**config.mk**
```make
export PLATFORM = sky130hd
export DESIGN_NAME = astar_neighbor_sequencer_flat
export DESIGN_NICKNAME = d
export VERILOG_FILES = /design/src/rtl/astar_neighbor_sequencer_if.sv /design/src/rtl/astar_neighbor_sequencer.sv /design/src/flat_wrapper.sv
export SDC_FILE = /design/constraint.sdc
export NUM_CORES = 1
export LEC_CHECK = 0
export ABC_AREA = 1
export CAP_MARGIN = 20
export CORE_UTILIZATION = 52
export CTS_CLUSTER_DIAMETER = 80
export DETAILED_ROUTE_END_ITERATION = 8
export GPL_TIMING_DRIVEN = 0
export PLACE_DENSITY = 0.94
export REMOVE_ABC_BUFFERS = 1
export SYNTH_ARGS = -nofsm -noshare
export SYNTH_HDL_FRONTEND = slang
export SYNTH_SLANG_ARGS = --single-unit
```
**constraint.sdc**
```tcl
create_clock -name sync -period 5.6 [get_ports sync]
set_clock_uncertainty 0.15 [all_clocks]
set_input_delay 1.68 -clock sync [delete_from_list [all_inputs] [get_ports sync]]
set_output_delay 1.68 -clock sync [all_outputs]
set_load 0.02 [all_outputs]
```
**src/rtl/astar_neighbor_sequencer_if.sv**
```systemverilog
// Probe port (map + closed set) and neighbour hand-off bundle of the A* neighbour sequencer.
// The master side is the sequencer; the slave side is the map/closed-set memories plus the open-list update logic.
interface astar_neighbor_sequencer_if #(
    parameter int COORD_W = 8,
    parameter int COST_W  = 8
);
    logic               probe_en;
    logic [COORD_W-1:0] probe_x;
    logic [COORD_W-1:0] probe_y;
    logic               map_obstacle;
    logic               closed_hit;
    logic               nb_valid;
    logic               nb_ready;
    logic [COORD_W-1:0] nb_x;
    logic [COORD_W-1:0] nb_y;
    logic [2:0]         nb_dir;
    logic [COST_W-1:0]  nb_cost;

    modport master (
        output probe_en, probe_x, probe_y,
        input  map_obstacle, closed_hit,
        output nb_valid, nb_x, nb_y, nb_dir, nb_cost,
        input  nb_ready
    );

    modport slave (
        input  probe_en, probe_x, probe_y,
        output map_obstacle, closed_hit,
        input  nb_valid, nb_x, nb_y, nb_dir, nb_cost,
        output nb_ready
    );
endinterface

```
**src/rtl/astar_neighbor_sequencer.sv**
```systemverilog
// Expands one A* node: walks its 8 neighbours in the order NW,N,NE,E,SE,S,SW,W.
// Out-of-grid neighbours are dropped, the rest are probed, and free ones are offered with their step cost.
module astar_neighbor_sequencer #(
    parameter int GRID_W        = 40,
    parameter int GRID_H        = 40,
    parameter int COORD_W       = 8,
    parameter int COST_W        = 8,
    parameter int COST_STRAIGHT = 10,
    parameter int COST_DIAG     = 14
) (
    input  logic                       sync,
    input  logic                       reset,
    input  logic                       start,
    input  logic [COORD_W-1:0]         cur_x,
    input  logic [COORD_W-1:0]         cur_y,
    output logic                       busy,
    output logic                       done,
    output logic                       err,
    output logic [3:0]                 nb_count,
    astar_neighbor_sequencer_if.master nbIf
);
    typedef enum logic [2:0] {IDLE, BOUND, WAIT, EMIT, DONE} stateType;

    localparam logic [COORD_W-1:0] xMax         = COORD_W'(GRID_W - 1);
    localparam logic [COORD_W-1:0] yMax         = COORD_W'(GRID_H - 1);
    localparam logic [COORD_W-1:0] noneCoord    = '1;
    localparam logic [COORD_W-1:0] coordOne     = COORD_W'(1);
    localparam logic [COST_W-1:0]  costStraight = COST_W'(COST_STRAIGHT);
    localparam logic [COST_W-1:0]  costDiag     = COST_W'(COST_DIAG);

    stateType           state;
    stateType           nextState;
    logic [COORD_W-1:0] curX;
    logic [COORD_W-1:0] curY;
    logic [2:0]         dirReg;
    logic [3:0]         nbCountReg;
    logic               errFlag;
    logic [COORD_W-1:0] nbXReg;
    logic [COORD_W-1:0] nbYReg;
    logic [2:0]         nbDirReg;
    logic [COST_W-1:0]  nbCostReg;

    logic               stepW, stepE, stepN, stepS;
    logic [COORD_W-1:0] candX, candY;
    logic               candOob;
    logic               startOutOfRange;
    logic               startAccept, advance, loadNb, handshake;

    // NOTE: every signal written here gets a default first, so no path can infer a latch.
    always_comb begin
        stepW = 1'b0;
        stepE = 1'b0;
        stepN = 1'b0;
        stepS = 1'b0;
        case (dirReg)
            3'd0:    begin stepW = 1'b1; stepN = 1'b1; end
            3'd1:    stepN = 1'b1;
            3'd2:    begin stepE = 1'b1; stepN = 1'b1; end
            3'd3:    stepE = 1'b1;
            3'd4:    begin stepE = 1'b1; stepS = 1'b1; end
            3'd5:    stepS = 1'b1;
            3'd6:    begin stepW = 1'b1; stepS = 1'b1; end
            default: stepW = 1'b1;
        endcase
    end

    // No wrap-around: an edge cell stepping off the grid is simply dropped.
    assign candX   = stepW ? curX - coordOne : (stepE ? curX + coordOne : curX);
    assign candY   = stepN ? curY - coordOne : (stepS ? curY + coordOne : curY);
    assign candOob = (stepW && curX == '0) || (stepE && curX == xMax) ||
                     (stepN && curY == '0) || (stepS && curY == yMax);

    assign startOutOfRange = (cur_x > xMax) || (cur_y > yMax);
    assign handshake       = (state == EMIT) && nbIf.nb_ready;

    always_comb begin
        nextState     = state;
        nbIf.probe_en = 1'b0;
        startAccept   = 1'b0;
        advance       = 1'b0;
        loadNb        = 1'b0;
        case (state)
            IDLE: begin
                if (start) begin
                    startAccept = 1'b1;
                    nextState   = startOutOfRange ? DONE : BOUND;
                end
            end
            BOUND: begin
                if (candOob) begin
                    advance = 1'b1;
                end else begin
                    nbIf.probe_en = 1'b1;
                    nextState     = WAIT;
                end
            end
            WAIT: begin
                if (nbIf.map_obstacle || nbIf.closed_hit) begin
                    advance = 1'b1;
                end else begin
                    loadNb    = 1'b1;
                    nextState = EMIT;
                end
            end
            EMIT:    advance   = nbIf.nb_ready;
            DONE:    nextState = IDLE;
            default: nextState = IDLE;
        endcase
        if (advance) begin
            nextState = (dirReg == 3'd7) ? DONE : BOUND;
        end
    end

    // NOTE: synchronous reset, and sequential state is only ever written with non-blocking assignments.
    always_ff @(posedge sync) begin
        if (reset) begin
            state <= IDLE;
        end else begin
            state <= nextState;
        end
    end

    always_ff @(posedge sync) begin
        if (reset) begin
            curX       <= '0;
            curY       <= '0;
            dirReg     <= '0;
            nbCountReg <= '0;
            errFlag    <= 1'b0;
            nbXReg     <= noneCoord;
            nbYReg     <= noneCoord;
            nbDirReg   <= '0;
            nbCostReg  <= '0;
        end else begin
            if (startAccept) begin
                curX       <= cur_x;
                curY       <= cur_y;
                dirReg     <= '0;
                nbCountReg <= '0;
                errFlag    <= startOutOfRange;
            end
            if (advance && dirReg != 3'd7) begin
                dirReg <= dirReg + 3'd1;
            end
            if (loadNb) begin
                nbXReg    <= candX;
                nbYReg    <= candY;
                nbDirReg  <= dirReg;
                nbCostReg <= dirReg[0] ? costStraight : costDiag;
            end
            if (handshake) begin
                nbCountReg <= nbCountReg + 4'd1;
            end
        end
    end

    assign busy          = (state != IDLE);
    assign done          = (state == DONE);
    assign err           = done && errFlag;
    assign nb_count      = nbCountReg;
    assign nbIf.probe_x  = nbIf.probe_en ? candX : noneCoord;
    assign nbIf.probe_y  = nbIf.probe_en ? candY : noneCoord;
    assign nbIf.nb_valid = (state == EMIT);
    assign nbIf.nb_x     = nbXReg;
    assign nbIf.nb_y     = nbYReg;
    assign nbIf.nb_dir   = nbDirReg;
    assign nbIf.nb_cost  = nbCostReg;
endmodule

```
**src/flat_wrapper.sv**
```systemverilog
// flat-port wrapper written by rule: the top's interface ports become plain ports
module astar_neighbor_sequencer_flat 
#(
    parameter int GRID_W        = 40,
    parameter int GRID_H        = 40,
    parameter int COORD_W       = 8,
    parameter int COST_W        = 8,
    parameter int COST_STRAIGHT = 10,
    parameter int COST_DIAG     = 14
)
  (sync, reset, start, cur_x, cur_y, busy, done, err, nb_count, nbIf_probe_en, nbIf_probe_x, nbIf_probe_y, nbIf_map_obstacle, nbIf_closed_hit, nbIf_nb_valid, nbIf_nb_x, nbIf_nb_y, nbIf_nb_dir, nbIf_nb_cost, nbIf_nb_ready);
  astar_neighbor_sequencer_if #(.COORD_W(COORD_W), .COST_W(COST_W)) nbIf_i ();
  input  logic sync;
  input  logic reset;
  input  logic start;
  input  logic [COORD_W-1:0] cur_x;
  input  logic [COORD_W-1:0] cur_y;
  output logic busy;
  output logic done;
  output logic err;
  output logic [3:0] nb_count;
  output wire logic [$bits(nbIf_i.probe_en)-1:0] nbIf_probe_en;
  output wire logic [$bits(nbIf_i.probe_x)-1:0] nbIf_probe_x;
  output wire logic [$bits(nbIf_i.probe_y)-1:0] nbIf_probe_y;
  input wire logic [$bits(nbIf_i.map_obstacle)-1:0] nbIf_map_obstacle;
  input wire logic [$bits(nbIf_i.closed_hit)-1:0] nbIf_closed_hit;
  output wire logic [$bits(nbIf_i.nb_valid)-1:0] nbIf_nb_valid;
  output wire logic [$bits(nbIf_i.nb_x)-1:0] nbIf_nb_x;
  output wire logic [$bits(nbIf_i.nb_y)-1:0] nbIf_nb_y;
  output wire logic [$bits(nbIf_i.nb_dir)-1:0] nbIf_nb_dir;
  output wire logic [$bits(nbIf_i.nb_cost)-1:0] nbIf_nb_cost;
  input wire logic [$bits(nbIf_i.nb_ready)-1:0] nbIf_nb_ready;
  assign nbIf_probe_en = nbIf_i.probe_en;
  assign nbIf_probe_x = nbIf_i.probe_x;
  assign nbIf_probe_y = nbIf_i.probe_y;
  assign nbIf_i.map_obstacle = nbIf_map_obstacle;
  assign nbIf_i.closed_hit = nbIf_closed_hit;
  assign nbIf_nb_valid = nbIf_i.nb_valid;
  assign nbIf_nb_x = nbIf_i.nb_x;
  assign nbIf_nb_y = nbIf_i.nb_y;
  assign nbIf_nb_dir = nbIf_i.nb_dir;
  assign nbIf_nb_cost = nbIf_i.nb_cost;
  assign nbIf_i.nb_ready = nbIf_nb_ready;
  astar_neighbor_sequencer #(.GRID_W(GRID_W), .GRID_H(GRID_H), .COORD_W(COORD_W), .COST_W(COST_W), .COST_STRAIGHT(COST_STRAIGHT), .COST_DIAG(COST_DIAG)) u_core (.sync(sync), .reset(reset), .start(start), .cur_x(cur_x), .cur_y(cur_y), .busy(busy), .done(done), .err(err), .nb_count(nb_count), .nbIf(nbIf_i));
endmodule
```
Word-level counts from Yosys, hierarchy flattened:

Cells that the tools add are included.

* flip-flop bits (word level): 54
* output and inout bits: 52
* memory bits (read-only): 0
* bits in latches: 0
* word-level logic and storage cells: 91
* memories: 0
* bits in writable memories: 0
* input bits: 22

* equal/unequal tests: 18
* magnitude comparators: 2
* reduce and logical (&&, ||, !) cells: 24
* $mul: 0
* multiplexer cells: 31
* shifts and indexed selects: 0
* bitwise operators: 0
* $add $sub $neg: 6
* div/mod/pow operators: 0

Operators with widths (count)
* 8-bit two-way mux: 6
* 3-bit two-way mux: 9
* 8-bit by 1-bit adder with 8-bit output, second input constant: 2
* 8-bit by 6-bit equality test with 1-bit output, second input constant: 2
* 8-bit by 6-bit > comparator with 1-bit output, second input constant: 2
* 8-bit logical NOT: 2
* 8-bit by 1-bit subtractor with 8-bit output, second input constant: 2
* 3-bit equality test, second input constant: 5
* 3-bit by 2-bit equality test with 1-bit output, second input constant: 4
* 1-bit two-way mux: 12
* 3-bit case mux with 4 select lines: 1
* 3-bit OR reduction: 3
* 4-bit two-way mux: 2
* 1-bit logical AND: 7
* 3-bit by 1-bit equality test with 1-bit output, second input constant: 2
* 3-bit logical NOT: 2
* 3-bit by 2-bit != test with 1-bit output, second input constant: 2
* 3-bit != test, second input constant: 2
* 1-bit logical OR: 5
* 5-bit OR reduction: 1
* 4-bit by 1-bit adder with 4-bit output, second input constant: 1
* 4-bit AND reduction: 1
* 2-bit nonzero test: 2
* 3-bit by 1-bit adder with 3-bit output, second input constant: 1
* other kinds (3): 3

Logic depth before layout (Yosys ltp):

Gate-level depths: netlist of run 1.

* word-level depth: 11
* mapped depth: 13
* mapped depth without buffers: 13

Worst setup path after synthesis of run 1:

Ideal clock, no wire load.

* kind: register to output
* from: reg u_core.dirReg[0]
* to: out nbIf_probe_x[3]
* buffers on the path: 1
* stages on the path, launching flop included: 10
* slack: 1.892 ns
* arrival: 1.878 ns
* cell sequence: dfxtp_1 -> inv_1 -> ha_1 -> o21ai_0 -> nand2_1 -> nand2_1 -> nand4_2 -> nor4_4 -> buf_6 -> nand2_1

* longest elaborated chain between the ends: 10
* elaborated cells between the ends (all ways): 27

Ends and longest elaborated chain
* start: declaration: RTL line astar_neighbor_sequencer.sv:35 `logic [2:0] dirReg;`
* start signal: assignment: RTL line astar_neighbor_sequencer.sv:143 `dirReg <= dirReg + 3'd1;`
* 3-bit by 2-bit equality test with 1-bit output (tied with other cells): RTL line astar_neighbor_sequencer.sv:55 `case (dirReg)`
* 5-bit OR reduction (no source line) or 3-bit OR reduction (tied branches)
* 1-bit two-way mux: RTL line astar_neighbor_sequencer.sv:55
* 1-bit logical AND: RTL line astar_neighbor_sequencer.sv:70 `assign candOob = (stepW && curX == '0) || (stepE && curX == xMax) ||`
* 1-bit logical OR (2 in a row): RTL line astar_neighbor_sequencer.sv:70
* 1-bit logical OR *: RTL line astar_neighbor_sequencer.sv:71 `(stepN && curY == '0) || (stepS && curY == yMax);`
* 1-bit two-way mux *: RTL line astar_neighbor_sequencer.sv:90 `if (candOob) begin`
* 1-bit two-way mux *: RTL line astar_neighbor_sequencer.sv:82 `case (state)`
* named net nbIf_probe_en: RTL line flat_wrapper.sv:22 `output wire logic [$bits(nbIf_i.probe_en)-1:0] nbIf_probe_en;`
* 8-bit two-way mux *: RTL line astar_neighbor_sequencer.sv:161 `assign nbIf.probe_x = nbIf.probe_en ? candX : noneCoord;`
* end: declaration: RTL line flat_wrapper.sv:23 `output wire logic [$bits(nbIf_i.probe_x)-1:0] nbIf_probe_x;`

Mark *: on every way through the listed nets, which the timed path passes. The rest lies on a longest branch.

Worst setup path in the final report of run 1:

* from: reg u_core.dirReg[0]
* to: out nbIf_probe_en

* longest elaborated chain between the ends: 9
* elaborated cells between the ends (all ways): 24

Ends and longest elaborated chain (RTL line)
* 3-bit by 2-bit equality test with 1-bit output (tied with other cells): astar_neighbor_sequencer.sv:55
* 5-bit OR reduction (no source line) or 3-bit OR reduction (tied branches)
* 1-bit two-way mux: astar_neighbor_sequencer.sv:55
* 1-bit logical AND: astar_neighbor_sequencer.sv:70
* 1-bit logical OR (2 in a row): astar_neighbor_sequencer.sv:70
* 1-bit logical OR *: astar_neighbor_sequencer.sv:71
* 1-bit two-way mux *: astar_neighbor_sequencer.sv:90
* 1-bit two-way mux *: astar_neighbor_sequencer.sv:82
* end: declaration: flat_wrapper.sv:22

Mark *: on every way between the ends. The rest lies on a longest branch, timed or not.

==> metrics.txt, run 1 <==
status completed; vias in the first global route 2380; critical path type flip-flop to primary output; Buffers on Ports 68; final worst slack 0.324 ns; antenna cells 0; Final Max Slew Viols 0; pre-CTS setup slack 0.716 ns; CTS hold repair buffers 0; setup violators final 0; antenna violations before repair 0; Max clock buf depth 2; most frequent cells after synthesis nand2_1, dfxtp_1, a21oi_1; DR pass1 iterations 5; Fin Setup TNS 0 ns; max_cap viols 0; top-area cell type share of the netlist area 34.8%; clock root buffer clkbuf_8; required time of the worst setup path 3.77 ns; synthesis-stage register bit count 48; fillers 444; DRT antenna net count 0; Core ar. 5110 um2; Ports 74; Post-CTS Setup Bufs 0; synth top area cells dfxtp_1, nand2_1, a21oi_1, o21ai_0, ha_1; Final Hold Vio Count 0; Power Dens Cells 423 nW/um2; chip height 74.9 um; # placed instances 512; Total GRT Usage 24.7%; yosys warns 0; pin count of the biggest net entering global routing 37; relative slew slack 25.6%; htree depth 2; Reg clk slew, reported paths 0.09 ns; CTS-repair resized insts 0; Leak 1.49 nW; Seq/Total Area, Yosys 34.8%; Die X 74.9 um; post-layout util 69.9%; DRC Markers 0; Post-Syn Area 2760 um2; Tightest Pin Transition 1.11 ns; Top FF cell, synth dfxtp_1; CTS tree done; routed length per placed instance 13.0 um; Synth async-reset ratio 0%; Critical Path Sink Type primary output; gpl congestion 0.893; crit share post-route 94.2%; EDFF count, synth 0; HPWL after DPL 5.10 mm; Starting Density 54.1%; die area 5610 um2; num rows 26; DR iter-0 viols 130; Clock Sinks 48; post-layout net count 486; Synth cell types 38; Area growth syn-to-layout 29.2%; via count 2752; max frequency 190 MHz; drt total wl 6.77 mm; Syn Area/Cell 7.12 um2; Synth area leader dfxtp_1; Setup crit start kind flip-flop; unrepaired setup endpoints after global routing no; Num CTS Buffers 5; Critical Path AT 3.45 ns; count leader, synth nand2_1; vias per std cell 5.27; Tmin final 5.28 ns; share of cells above drive strength 1 6.64%; Overall Power 1.51 mW; R2R Setup Slk 3.23 ns; Crit Path Max Fanout 17; Hold Crit Class flip-flop to flip-flop; grt ovf 0; synthesized instance count 388; clock latency on the worst-skew pair 0.30 ns; global-route wire length before repair 10.5 mm; Finished Layout Cells 522; VDD IR max 263 uV
[power by group]
group	internal, mW	switching (mW)	total (mW)
registers	0.399	0.0625	0.462
logic	0.318	0.510	0.828
clock network	0.101	0.120	0.221
[metal layers]
| metal | vias to the layer above | global-route usage, % | wire [um] |
|---|---|---|---|
| met4 | 0 | 10.7 | 152 |
| met1 | 1241 | 30.5 | 3010 |
| met5 | - | 0 | 0 |
| li1 | 1391 | - | - |
| met3 | 16 | 4.02 | 405 |
| met2 | 104 | 42.5 | 3200 |
[layout by cell type, fill, tap and decap left out, types with 2 or more instances in the layout]
cell type	netlist	routed
clkbuf_8	0	6
nor2_1	27	27
inv_1	41	41
nand4_1	2	2
o211ai_1	2	2
xor2_1	14	14
dfxtp_1	48	48
ha_1	13	13
buf_8	0	2
nor3_1	4	4
nand2_1	71	71
clkdlybuf4s50_1	0	68
inv_2	4	4
conb_1	1	5
nand3b_1	2	2
o31ai_1	2	2
o21a_1	2	2
nand2_2	8	8
nand3_1	25	25
a21oi_1	45	45
o21ai_0	43	43
nand2b_1	2	2
[final cells by class]
class | instances | area, um2 | share of cell area [%]
tap | 70 | 87.6 | 2.45
timing repair buffer | 70 | 711 | 19.9
inverter | 45 | 169 | 4.73
multi-input combinational | 281 | 1550 | 43.3
clock inverter | 2 | 13.8 | 0.385
clock buffer | 6 | 82.6 | 2.31
sequential | 48 | 961 | 26.9
[stage by stage]
stage	instance area (um2)	hold slack, ns
global route	3570	0.355
detailed placement	3440	0.306
floorplan	2680	0.310
finish	3570	0.321
CTS	3540	0.321
global placement	3440	0.299
[critical path, cell delays in order, from the launching register on]
cell	delay [ns]
dfxtp_1	0.42
inv_1	0.11
ha_1	0.27
o21ai_0	0.23
nand2_1	0.21
nand2_1	0.14
nand4_2	0.14
nor4_4	0.85
clkdlybuf4s50_1	0.77
[final timing paths]
| kind | startpoint | endpoint | cells after the start |
|---|---|---|---|
| max | u_core.dirReg[0] | nbIf_probe_en | 8 |
| min | u_core.nbIf.nb_cost[2] | u_core.nbIf.nb_cost[2] | 2 |
| max reg2reg | u_core.dirReg[0] | u_core.state[0] | 12 |
| min reg2reg | u_core.nbIf.nb_cost[2] | u_core.nbIf.nb_cost[2] | 2 |
[cell families (layout without fill, tap and decap cells)]
kind of cell,count (synthesis),in the layout,share of synthesized area (%)
adder cells (fa/ha/maj),13,13,5.89
AO/OA/AOI/OAI,97,97,18.4
XOR/XNOR,15,15,4.75
flip-flops,48,48,34.8
AND/OR/NAND/NOR,151,151,26.3
buffers and inverters,63,123,9.82
other,1,5,0.136
[flip-flops by register name, indices dropped and copies added, names as in the netlist, 3 cells and up]
signal	cells
u_core.curX	8
u_core.curY	8
u_core.nbIf.nb_x	8
u_core.nbIf.nb_y	8
u_core.nb_count	4
u_core.dirReg	3
u_core.nbIf.nb_dir	3
u_core.state	3
Note: power is estimated with default switching activity, not from simulation.
==> run 2, diff against run 1 <==
Settings changed: CORE_MARGIN set to 1.
==> results of run 2 <==
Final layout, timing and power as in run 1 (identical DEF).
==> run 3, diff against run 2 <==
Settings changed: CORE_UTILIZATION 52 to 61, DONT_BUFFER_PORTS set to 1, PLACE_DENSITY 0.94 to 0.75.
==> run 3 against run 2 <==
Sequential power increased by 3%. Non-clock buffer count decreased by 68. Critical path depth increased by 1. Routed wire length decreased by 12%. Global-route usage increased by 1.6 points. Highest routed layer unchanged. Sequential cell count unchanged. Largest power group unchanged.
==> metrics.txt, run 3 (synthesis results as in run 1) <==
status completed; NetSw 0.662 mW (-4.3%); Fin Setup TNS 0 ns (unchanged); Num CTS Buffers 5 (unchanged); max frequency 220 MHz (+16%); Final Hold Vio Count 0 (unchanged); Clock Sinks 48 (unchanged); Leak 1.21 nW (-19%); chip height 69.3 um (-7.5%); Ports 74 (unchanged); Int Pwr 0.717 mW (-12%); max_cap viols 0 (unchanged); num rows 24 (-7.7%); Tightest Pin Transition 0.702 ns (-0.406 ns); slowest CP cell nor4_4; vias in the first global route 2227 (-6.4%); DRT antenna net count 0 (unchanged); DRC Markers 0 (unchanged); CP max stage delay 0.56 ns (-0.29 ns); Total GRT Usage 26.3% (+1.6 points); critical path type flip-flop to primary output; Flop pwr share 34.7% (+4.1 points); Starting Density 63.5% (+9.4 points); clock latency on the worst-skew pair 0.30 ns (about the same); WHS Path Cells 2 (unchanged); die area 4800 um2 (-14%); worst path bufs/invs 2 (unchanged); Max clock buf depth 2 (unchanged); Final Max Slew Viols 0 (unchanged); grt ovf 0 (unchanged); Setup crit start kind flip-flop; commonest cells after routing, fill and taps aside nand2_1, dfxtp_1, a21oi_1; htree depth 2 (unchanged); share of cells above drive strength 1 7.31% (+0.67 points); unrepaired setup endpoints after global routing no; required time of the worst setup path 3.77 ns (about the same); DR pass1 iterations 4 (-1); combinational power share 50.9% (-3.9 points); gpl congestion 0.972 (+8.8%); pre-CTS setup slack 1.41 ns (+0.695 ns); HPWL after DPL 4.45 mm (-13%); fillers 398 (-10%); global-route wire length before repair 10.3 mm (-1.5%); DR iter-0 viols 149 (+15%); Die X 69.3 um (-7.5%); Switching Share 48.0% (+2.2 points); WP depth 9 (+1); commonest non-fill, non-tap cell in the layout nand2_1; Power Dens Cells 482 nW/um2 (+14%); Critical Path Sink Type primary output; antenna violations before repair 0 (unchanged); Worst path top cell family by delay simple AND/OR/NAND/NOR gates; final worst slack 1.06 ns (+0.736 ns); clock root buffer clkbuf_8; CTS-repair resized insts 0 (unchanged); Hold WS 0.362 ns (+0.0412 ns); Reg clk slew, reported paths 0.09 ns (about the same); Area growth syn-to-layout 3.53%; Placed Area 2760 um2 (-20%); Core ar. 4350 um2 (-15%); Tmin final 4.54 ns (-0.736 ns); pin count of the biggest net entering global routing 37 (unchanged); drt total wl 5.93 mm (-12%); CTS tree done; setup violators final 0 (unchanged); Crit Path Max Fanout 13 (-4); vias per std cell 5.58 (+5.9%); Finished Cell Area 2860 um2 (-20%); Hold Crit Class flip-flop to flip-flop; antenna cells 0 (unchanged); post-layout net count 418 (-14%); Critical Path AT 2.71 ns (-0.74 ns); crit share post-route 81.1% (-13 points); Post-CTS Setup Bufs 0 (unchanged); CTS hold repair buffers 0 (unchanged); via count 2428 (-12%); Overall Power 1.38 mW (-8.7%); VDD IR max 280 uV (+6.3%); Clk pwr share 14.5% (about the same); Buffers on Ports 0 (-100%); CP cell instances inv_1 > ha_1 > nor2_1 > a21oi_1 > nand2_1 > nand4_2 > nor4_4 > buf_8 > nand2b_1; r2r worst-path depth 11 (-1); relative slew slack 52.9% (+27 points); routed length per placed instance 13.6 um (+5.2%)
-- run 3: through the flow --
stage               util, %  cells
global placement       63.0    426
CTS                    65.1    434
floorplan                 -    374
global route           65.7    435
finish                 65.7    435
detailed placement     63.3    427
-- run 3: area by class of cell --
cell class | instances | area [um2] | share of cell area (%)
clock buffers | 6 | 72.6 | 2.54
clock inverters | 1 | 5.00 | 0.175
inverters | 45 | 169 | 5.90
multi-input cells | 281 | 1550 | 54.0
flip-flops and latches | 48 | 961 | 33.6
well taps | 52 | 65.1 | 2.27
repair buffers | 2 | 42.5 | 1.49
-- run 3: final timing paths --
| path | slack (ns) | end | startpoint |
|---|---|---|---|
| worst max register to register | 3.31 | u_core.state[2] | u_core.dirReg[0] |
| worst min-delay path | 0.36 | u_core.curY[7] | u_core.curY[7] |
| worst min register to register | 0.36 | u_core.curY[7] | u_core.curY[7] |
| worst max-delay path | 1.06 | nbIf_probe_x[7] | u_core.dirReg[0] |
-- run 3: metal layers --
| metal | vias up | part of all wire, % | GRT usage, % |
|---|---|---|---|
| met5 | - | 0 | 0 |
| met4 | 0 | 1.5 | 7.26 |
| met3 | 13 | 6.5 | 6.10 |
| met2 | 83 | 48 | 45.0 |
| met1 | 1088 | 44 | 32.9 |
| li1 | 1244 | - | - |
-- run 3: tightest hold or removal path, cell delays in order (launching register included) --
cell,delay (ns)
dfxtp_1,0.35
nand2_1,0.07
a21oi_1,0.06
-- run 3: power groups by stage --
stage	Sequential [mW]	Clock (mW)	Combinational [mW]
6_report	0.478	0.199	0.702
4_1_cts	0.477	0.203	0.683
3_5_place_dp	0.485	0	0.680
3_3_place_gp	0.483	0	0.656
5_1_grt	0.487	0.212	0.795
2_1_floorplan	0.471	0	0.555
